<file path="config.mk">
export PLATFORM = sky130hd
export DESIGN_NAME = ace_request_engine
export DESIGN_NICKNAME = d
export VERILOG_FILES = /design/src/rtl/ace_request_engine.sv
export SDC_FILE = /design/constraint.sdc
export NUM_CORES = 1
export LEC_CHECK = 0
export ABC_AREA = 1
export BUFFER_PORTS_ARGS = -buffer_cell sky130_fd_sc_hd__buf_4
export CORE_AREA = 2 2 217 219
export DETAILED_ROUTE_END_ITERATION = 8
export DIE_AREA = 0 0 219 221
export GPL_TIMING_DRIVEN = 1
export HOLD_SLACK_MARGIN = 0.1
export SYNTH_ARGS = -nofsm -noshare
export SYNTH_HDL_FRONTEND = slang
export SYNTH_SLANG_ARGS = --single-unit
export TNS_END_PERCENT = 100
</file>
<file path="constraint.sdc">
create_clock -name clk -period 4.3 [get_ports clk]
set_input_delay 0.43 -clock clk [delete_from_list [all_inputs] [get_ports clk]]
set_output_delay 0.43 -clock clk [all_outputs]
set_load 0.01 [all_outputs]
</file>
<file path="src/rtl/ace_request_engine.sv">
// Turns single-cycle cache-controller requests into ACE master transactions:
// ReadShared line fills, WriteBack of a victim line, and dataless MakeUnique.
module ace_request_engine #(
  parameter int unsigned ADDR_W = 32,
  parameter int unsigned DATA_W = 32,
  parameter int unsigned BEATS  = 4
) (
  input  logic                      clk,
  input  logic                      reset,
  input  logic                      read_req,
  input  logic                      write_req,
  input  logic                      invalid_req,
  input  logic [ADDR_W-1:0]         req_addr,
  input  logic [BEATS*DATA_W-1:0]   wb_line,
  output logic                      ace_ready,
  output logic                      resp_err,
  output logic                      busy,
  output logic [BEATS*DATA_W-1:0]   fill_line,
  output logic [ADDR_W-1:0]         araddr,
  output logic [7:0]                arlen,
  output logic [3:0]                arsnoop,
  output logic                      arvalid,
  input  logic                      arready,
  input  logic [DATA_W-1:0]         rdata,
  input  logic [3:0]                rresp,
  input  logic                      rlast,
  input  logic                      rvalid,
  output logic                      rready,
  output logic                      rack,
  output logic [ADDR_W-1:0]         awaddr,
  output logic [7:0]                awlen,
  output logic [2:0]                awsnoop,
  output logic                      awvalid,
  input  logic                      awready,
  output logic [DATA_W-1:0]         wdata,
  output logic [DATA_W/8-1:0]       wstrb,
  output logic                      wlast,
  output logic                      wvalid,
  input  logic                      wready,
  input  logic [1:0]                bresp,
  input  logic                      bvalid,
  output logic                      bready,
  output logic                      wack
);

  localparam int unsigned LINE_W = BEATS * DATA_W;
  localparam int unsigned OFF_W  = $clog2(BEATS * DATA_W / 8);
  localparam int unsigned BEAT_W = $clog2(BEATS);
  localparam logic [BEAT_W-1:0] LastBeat  = BEAT_W'(BEATS - 1);
  localparam logic [ADDR_W-1:0] AlignMask = ~ADDR_W'((1 << OFF_W) - 1);

  typedef enum logic [2:0] {
    StIdle, StArSend, StRRecv, StAwSend, StWSend, StBWait, StDone
  } state_e;

  state_e              state_q, state_d;
  logic [ADDR_W-1:0]   addr_q, addr_d;
  logic [LINE_W-1:0]   line_q, line_d;
  logic [LINE_W-1:0]   fill_q, fill_d;
  logic [BEAT_W-1:0]   beat_q, beat_d;
  logic                err_q, err_d;
  logic                is_wr_q, is_wr_d;
  logic                is_inv_q, is_inv_d;
  logic                last_beat;

  always_ff @(posedge clk or negedge reset) begin
    if (!reset) begin
      state_q  <= StIdle;
      addr_q   <= '0;
      line_q   <= '0;
      fill_q   <= '0;
      beat_q   <= '0;
      err_q    <= 1'b0;
      is_wr_q  <= 1'b0;
      is_inv_q <= 1'b0;
    end else begin
      state_q  <= state_d;
      addr_q   <= addr_d;
      line_q   <= line_d;
      fill_q   <= fill_d;
      beat_q   <= beat_d;
      err_q    <= err_d;
      is_wr_q  <= is_wr_d;
      is_inv_q <= is_inv_d;
    end
  end

  // A MakeUnique carries a single beat, so its first beat is also its last.
  assign last_beat = is_inv_q || (beat_q == LastBeat);

  always_comb begin
    state_d  = state_q;
    addr_d   = addr_q;
    line_d   = line_q;
    fill_d   = fill_q;
    beat_d   = beat_q;
    err_d    = err_q;
    is_wr_d  = is_wr_q;
    is_inv_d = is_inv_q;
    unique case (state_q)
      StIdle: begin
        if (write_req) begin
          state_d  = StAwSend;
          is_wr_d  = 1'b1;
          is_inv_d = 1'b0;
          line_d   = wb_line;
          addr_d   = req_addr & AlignMask;
          err_d    = 1'b0;
          beat_d   = '0;
        end else if (invalid_req || read_req) begin
          state_d  = StArSend;
          is_wr_d  = 1'b0;
          is_inv_d = invalid_req;
          addr_d   = req_addr & AlignMask;
          err_d    = 1'b0;
          beat_d   = '0;
        end
      end
      StArSend: if (arready) state_d = StRRecv;
      StRRecv: begin
        if (rvalid) begin
          if (!is_inv_q) fill_d[beat_q*DATA_W +: DATA_W] = rdata;
          // Termination follows the beat count; rlast is only cross-checked.
          if ((rresp[1:0] != 2'b00) || (rlast != last_beat)) err_d = 1'b1;
          if (last_beat) begin
            state_d = StDone;
            beat_d  = '0;
          end else begin
            beat_d = beat_q + 1'b1;
          end
        end
      end
      StAwSend: if (awready) state_d = StWSend;
      StWSend: begin
        if (wready) begin
          if (beat_q == LastBeat) begin
            state_d = StBWait;
            beat_d  = '0;
          end else begin
            beat_d = beat_q + 1'b1;
          end
        end
      end
      StBWait: begin
        if (bvalid) begin
          if (bresp != 2'b00) err_d = 1'b1;
          state_d = StDone;
        end
      end
      StDone:  state_d = StIdle;
      default: state_d = StIdle;
    endcase
  end

  assign busy      = (state_q != StIdle);
  assign ace_ready = (state_q == StDone);
  assign resp_err  = ace_ready && err_q;
  assign rack      = ace_ready && !is_wr_q;
  assign wack      = ace_ready && is_wr_q;
  assign fill_line = fill_q;

  assign araddr  = addr_q;
  assign arlen   = is_inv_q ? 8'd0 : 8'(BEATS - 1);
  assign arsnoop = is_inv_q ? 4'b1100 : 4'b0001;
  assign arvalid = (state_q == StArSend);
  assign rready  = (state_q == StRRecv);

  assign awaddr  = addr_q;
  assign awlen   = 8'(BEATS - 1);
  assign awsnoop = 3'b011;
  assign awvalid = (state_q == StAwSend);
  assign wvalid  = (state_q == StWSend);
  assign wdata   = line_q[beat_q*DATA_W +: DATA_W];
  assign wstrb   = '1;
  assign wlast   = wvalid && (beat_q == LastBeat);
  assign bready  = (state_q == StBWait);

endmodule

</file>
==> summary.txt <==
Route
  • Mean routed wirelength per cell: 17.7 um
  • Final ANT Viol Nets: 0
  • Routed Wire Length: 47600 um
  • DR vias/cell: 4.85
  • Violation count after the first detailed-routing iteration: 1003
  • Number of vias in the routed layout: 13.0k
  • DR DRC count: 0
  • Initial DRT Pass Iterations: 5

Logic synthesis
  • Sequential fraction of the synthesis area: 53.4%
  • Post-synthesis instance area: 13700 um^2
  • Largest cells by area after synthesis: sky130_fd_sc_hd__dfrtp_1 53%, sky130_fd_sc_hd__nand2_1 15%, sky130_fd_sc_hd__nand3_1 8.7%, sky130_fd_sc_hd__o21ai_1 4.4%, sky130_fd_sc_hd__buf_4 3.4%
  • Total of warnings raised by yosys: 0
  • Simple-Gate Fraction of Synth Area: 28.9%
  • Largest family of logic cells by synthesized area: simple AND/OR/NAND/NOR gates
  • Average cell area after synthesis: 8.11 um^2
  • Top cell types by occurrence after synthesis: 535 x sky130_fd_sc_hd__nand2_1, 292 x sky130_fd_sc_hd__dfrtp_1, 238 x sky130_fd_sc_hd__nand3_1
  • Synth async-reset ratio: 100%
  • Cell taking the most area after synthesis: sky130_fd_sc_hd__dfrtp_1
  • Synthesis-stage register bit count: 292
  • Most used DFF post-synth: sky130_fd_sc_hd__dfrtp_1
  • Top-count cell post-synth: sky130_fd_sc_hd__nand2_1
  • Compound-cell area share of the yosys netlist: 8.79%
  • Xor/xnor cell area share of the yosys netlist: 0%
  • Proportion of synthesized area in mux cells: 0%
  • Number of synthesized flops with an enable pin: 0
  • Post-Synthesis Cells: 1687
  • Area share of the largest cell type after synthesis: 53.4%
  • Post-synthesis adder-cell area fraction: 0.548%
  • Unique masters post-synth: 24

Global route
  • Total overflow reported by the global router: 0
  • Initial antenna violation count: 2
  • Total global routing track utilization: 19.3%
  • First-pass GRT wire length: 74000 um
  • Via count of the first global-routing pass: 13.1k
  • Largest net degree at the start of global routing: 107

STA
  • Worst slew margin relative to its limit: 19.0%
  • Period Utilization, post-route: 74.9%
  • Accumulated negative setup slack: 0 ns
  • Number of pins exceeding their max-slew limit in the final report: 0
  • Clk_skew: 0.0152 ns
  • FMAX: 311 MHz
  • Clock period minus final worst setup slack: 3.22 ns
  • Total of endpoints with negative setup slack in the final report: 0
  • Hold Vio Cnt, Final: 0
  • Hold_ws: 0.129 ns
  • Slew at the pin with the worst max-slew slack: 1.21 ns
  • RSZ-0062 raised after global routing: false

Run
  • Max-cap viol count: 0

Layout
  • Net total in the final layout: 2273
  • Area growth syn-to-layout: 35.2%
  • Filler Cells Inserted: 4749
  • Share of layout cells above drive strength 1: 25.1%

Power
  • Worst voltage drop across the vdd grid: 0.000441 V
  • Power per Cell Area: 675 nW/um^2
  • Overall power: 12.5 mW
  • Leakage dissipation: 10.0 nW

CTS
  • Number of hold-repair buffers added at the cts stage: 36
  • Clock-pin slew on the worst setup and hold paths: 0.06 ns
  • CTS Buf Count: 35
  • Latest clock arrival within the worst-skew pair: 0.53 ns
  • CTS-repair resized insts: 0
  • Clk root buf: sky130_fd_sc_hd__clkbuf_16
  • Max H-tree Level: 2
  • Total clock sinks: 292
  • # Post-CTS Setup Buffers: 0
  • CTS tree: done
  • Clock buffer depth: 3

Placement
  • Placed wire-length estimate after detailed placement: 31400 um
  • Final GP Congestion: 0.870
  • Port Buffer Count: 434

Setup path
  • Kind of launch point of the worst setup path: register
  • Data required time of the worst path: 4.77 ns
  • Max FO, Critical Path: 36
  • Arrival time at the worst endpoint: 3.69 ns
  • Worst setup path class: register to register
  • Worst Setup End Kind: register

Die
  • Initial core utilization: 29.7%
  • Number of core rows: 79
  • Core Footprint: 46100 um^2
  • Ports: 471
  • Die Y-Extent: 221 um
  • Die outline width: 219 um
  • Die area: 48400 um^2

Min path
  • HP Class: input port to register

Run status
  • Result of the run: completed
==> layout make-up <==
type | instances | area [um^2] | share of cell area, %
diodes | 2 | 5.00 | 0.0270
inverters | 35 | 134 | 0.724
repair buffers | 493 | 3840 | 20.7
clock buffers | 51 | 1010 | 5.45
flip-flops and latches | 292 | 7310 | 39.5
multi-input cells | 1201 | 5370 | 29.0
well taps | 607 | 759 | 4.10
clock inverters | 6 | 82.6 | 0.446
==> stage by stage <==
stage,instance area [um^2],utilization [%],cells,setup slack [ns]
after global placement,17000,37.0,2592,1.14
after global routing,18500,40.2,2687,0.786
after floorplan,13800,-,1715,2.09
after detailed placement,17000,37.0,2592,1.08
final,18500,40.2,2687,1.08
after CTS,18500,40.2,2685,1.01
==> placed cells by master (no fill, tap or decap), types with 2 or more instances in the layout <==
master	n
sky130_fd_sc_hd__inv_2	4
sky130_fd_sc_hd__nand3_1	238
sky130_fd_sc_hd__diode_2	2
sky130_fd_sc_hd__buf_4	453
sky130_fd_sc_hd__dfrtp_1	291
sky130_fd_sc_hd__o21ai_1	120
sky130_fd_sc_hd__buf_12	3
sky130_fd_sc_hd__bufinv_16	2
sky130_fd_sc_hd__nor2_1	115
sky130_fd_sc_hd__nand2_1	534
sky130_fd_sc_hd__dlygate4sd3_1	36
sky130_fd_sc_hd__conb_1	30
sky130_fd_sc_hd__o22ai_1	32
sky130_fd_sc_hd__nor2_2	7
sky130_fd_sc_hd__clkbuf_1	11
sky130_fd_sc_hd__clkbuf_8	3
sky130_fd_sc_hd__a21oi_1	2
sky130_fd_sc_hd__nand3b_1	33
sky130_fd_sc_hd__o21ai_0	77
sky130_fd_sc_hd__ha_1	6
sky130_fd_sc_hd__clkinv_2	5
sky130_fd_sc_hd__clkbuf_16	37
sky130_fd_sc_hd__inv_1	28
==> per-layer routing <==
layer | global-route usage (%) | part of all wire, % | up-vias
met5 | 0 | 0 | -
met4 | 6.91 | 3.0 | 0
met3 | 4.59 | 7.9 | 79
met2 | 31.9 | 48 | 517
met1 | 24.5 | 41 | 6279
li1 | - | - | 6161
==> registers in the layout (all words and copies together) (netlist names) <==
register,cells
beat_q,2
araddr,28
line_q,128
err_q,1
is_inv_q,1
fill_line,128
is_wr_q,1
state_q,3
==> worst max-delay path, stage by stage, from the launching register on <==
cell and delay, ns:
sky130_fd_sc_hd__dfrtp_2 0.36, sky130_fd_sc_hd__clkinv_2 0.46, sky130_fd_sc_hd__ha_1 0.52, sky130_fd_sc_hd__buf_4 0.38, sky130_fd_sc_hd__clkinv_1 0.57, sky130_fd_sc_hd__nor2_2 0.20, sky130_fd_sc_hd__buf_4 0.38, sky130_fd_sc_hd__nand3b_1 0.16
sky130_fd_sc_hd__nand2_1 0.09
==> cell families (layout without fill, tap and decap cells) <==
logic type                 count (synthesis)  count (layout)
DFF                                      292             292
other                                      2              32
adders and majority gates                  6               6
buffers and inverters                    222             585
and+or+nand+nor                          933             933
AOI/OAI and AO/OA                        232             232
==> power by group <==
group	switching (mW)	internal, mW	total [mW]
Clock	1.16	1.74	2.90
Combinational	3.43	1.98	5.41
Sequential	0.538	3.65	4.19
==> path summary, 6_finish.rpt <==
kind	slack [ns]	start	cells past startpoint	endpoint
setup / recovery	1.08	beat_q[0]	8	fill_line[82]
hold / removal	0.13	wb_line[0]	3	line_q[0]
max in group asynchronous	2.68	reset	3	line_q[111]
min in group asynchronous	0.54	reset	2	fill_line[59]
hold reg to reg	0.46	line_q[77]	2	line_q[77]
setup reg to reg	1.08	beat_q[0]	8	fill_line[82]
(Power assumes the default switching activity.)
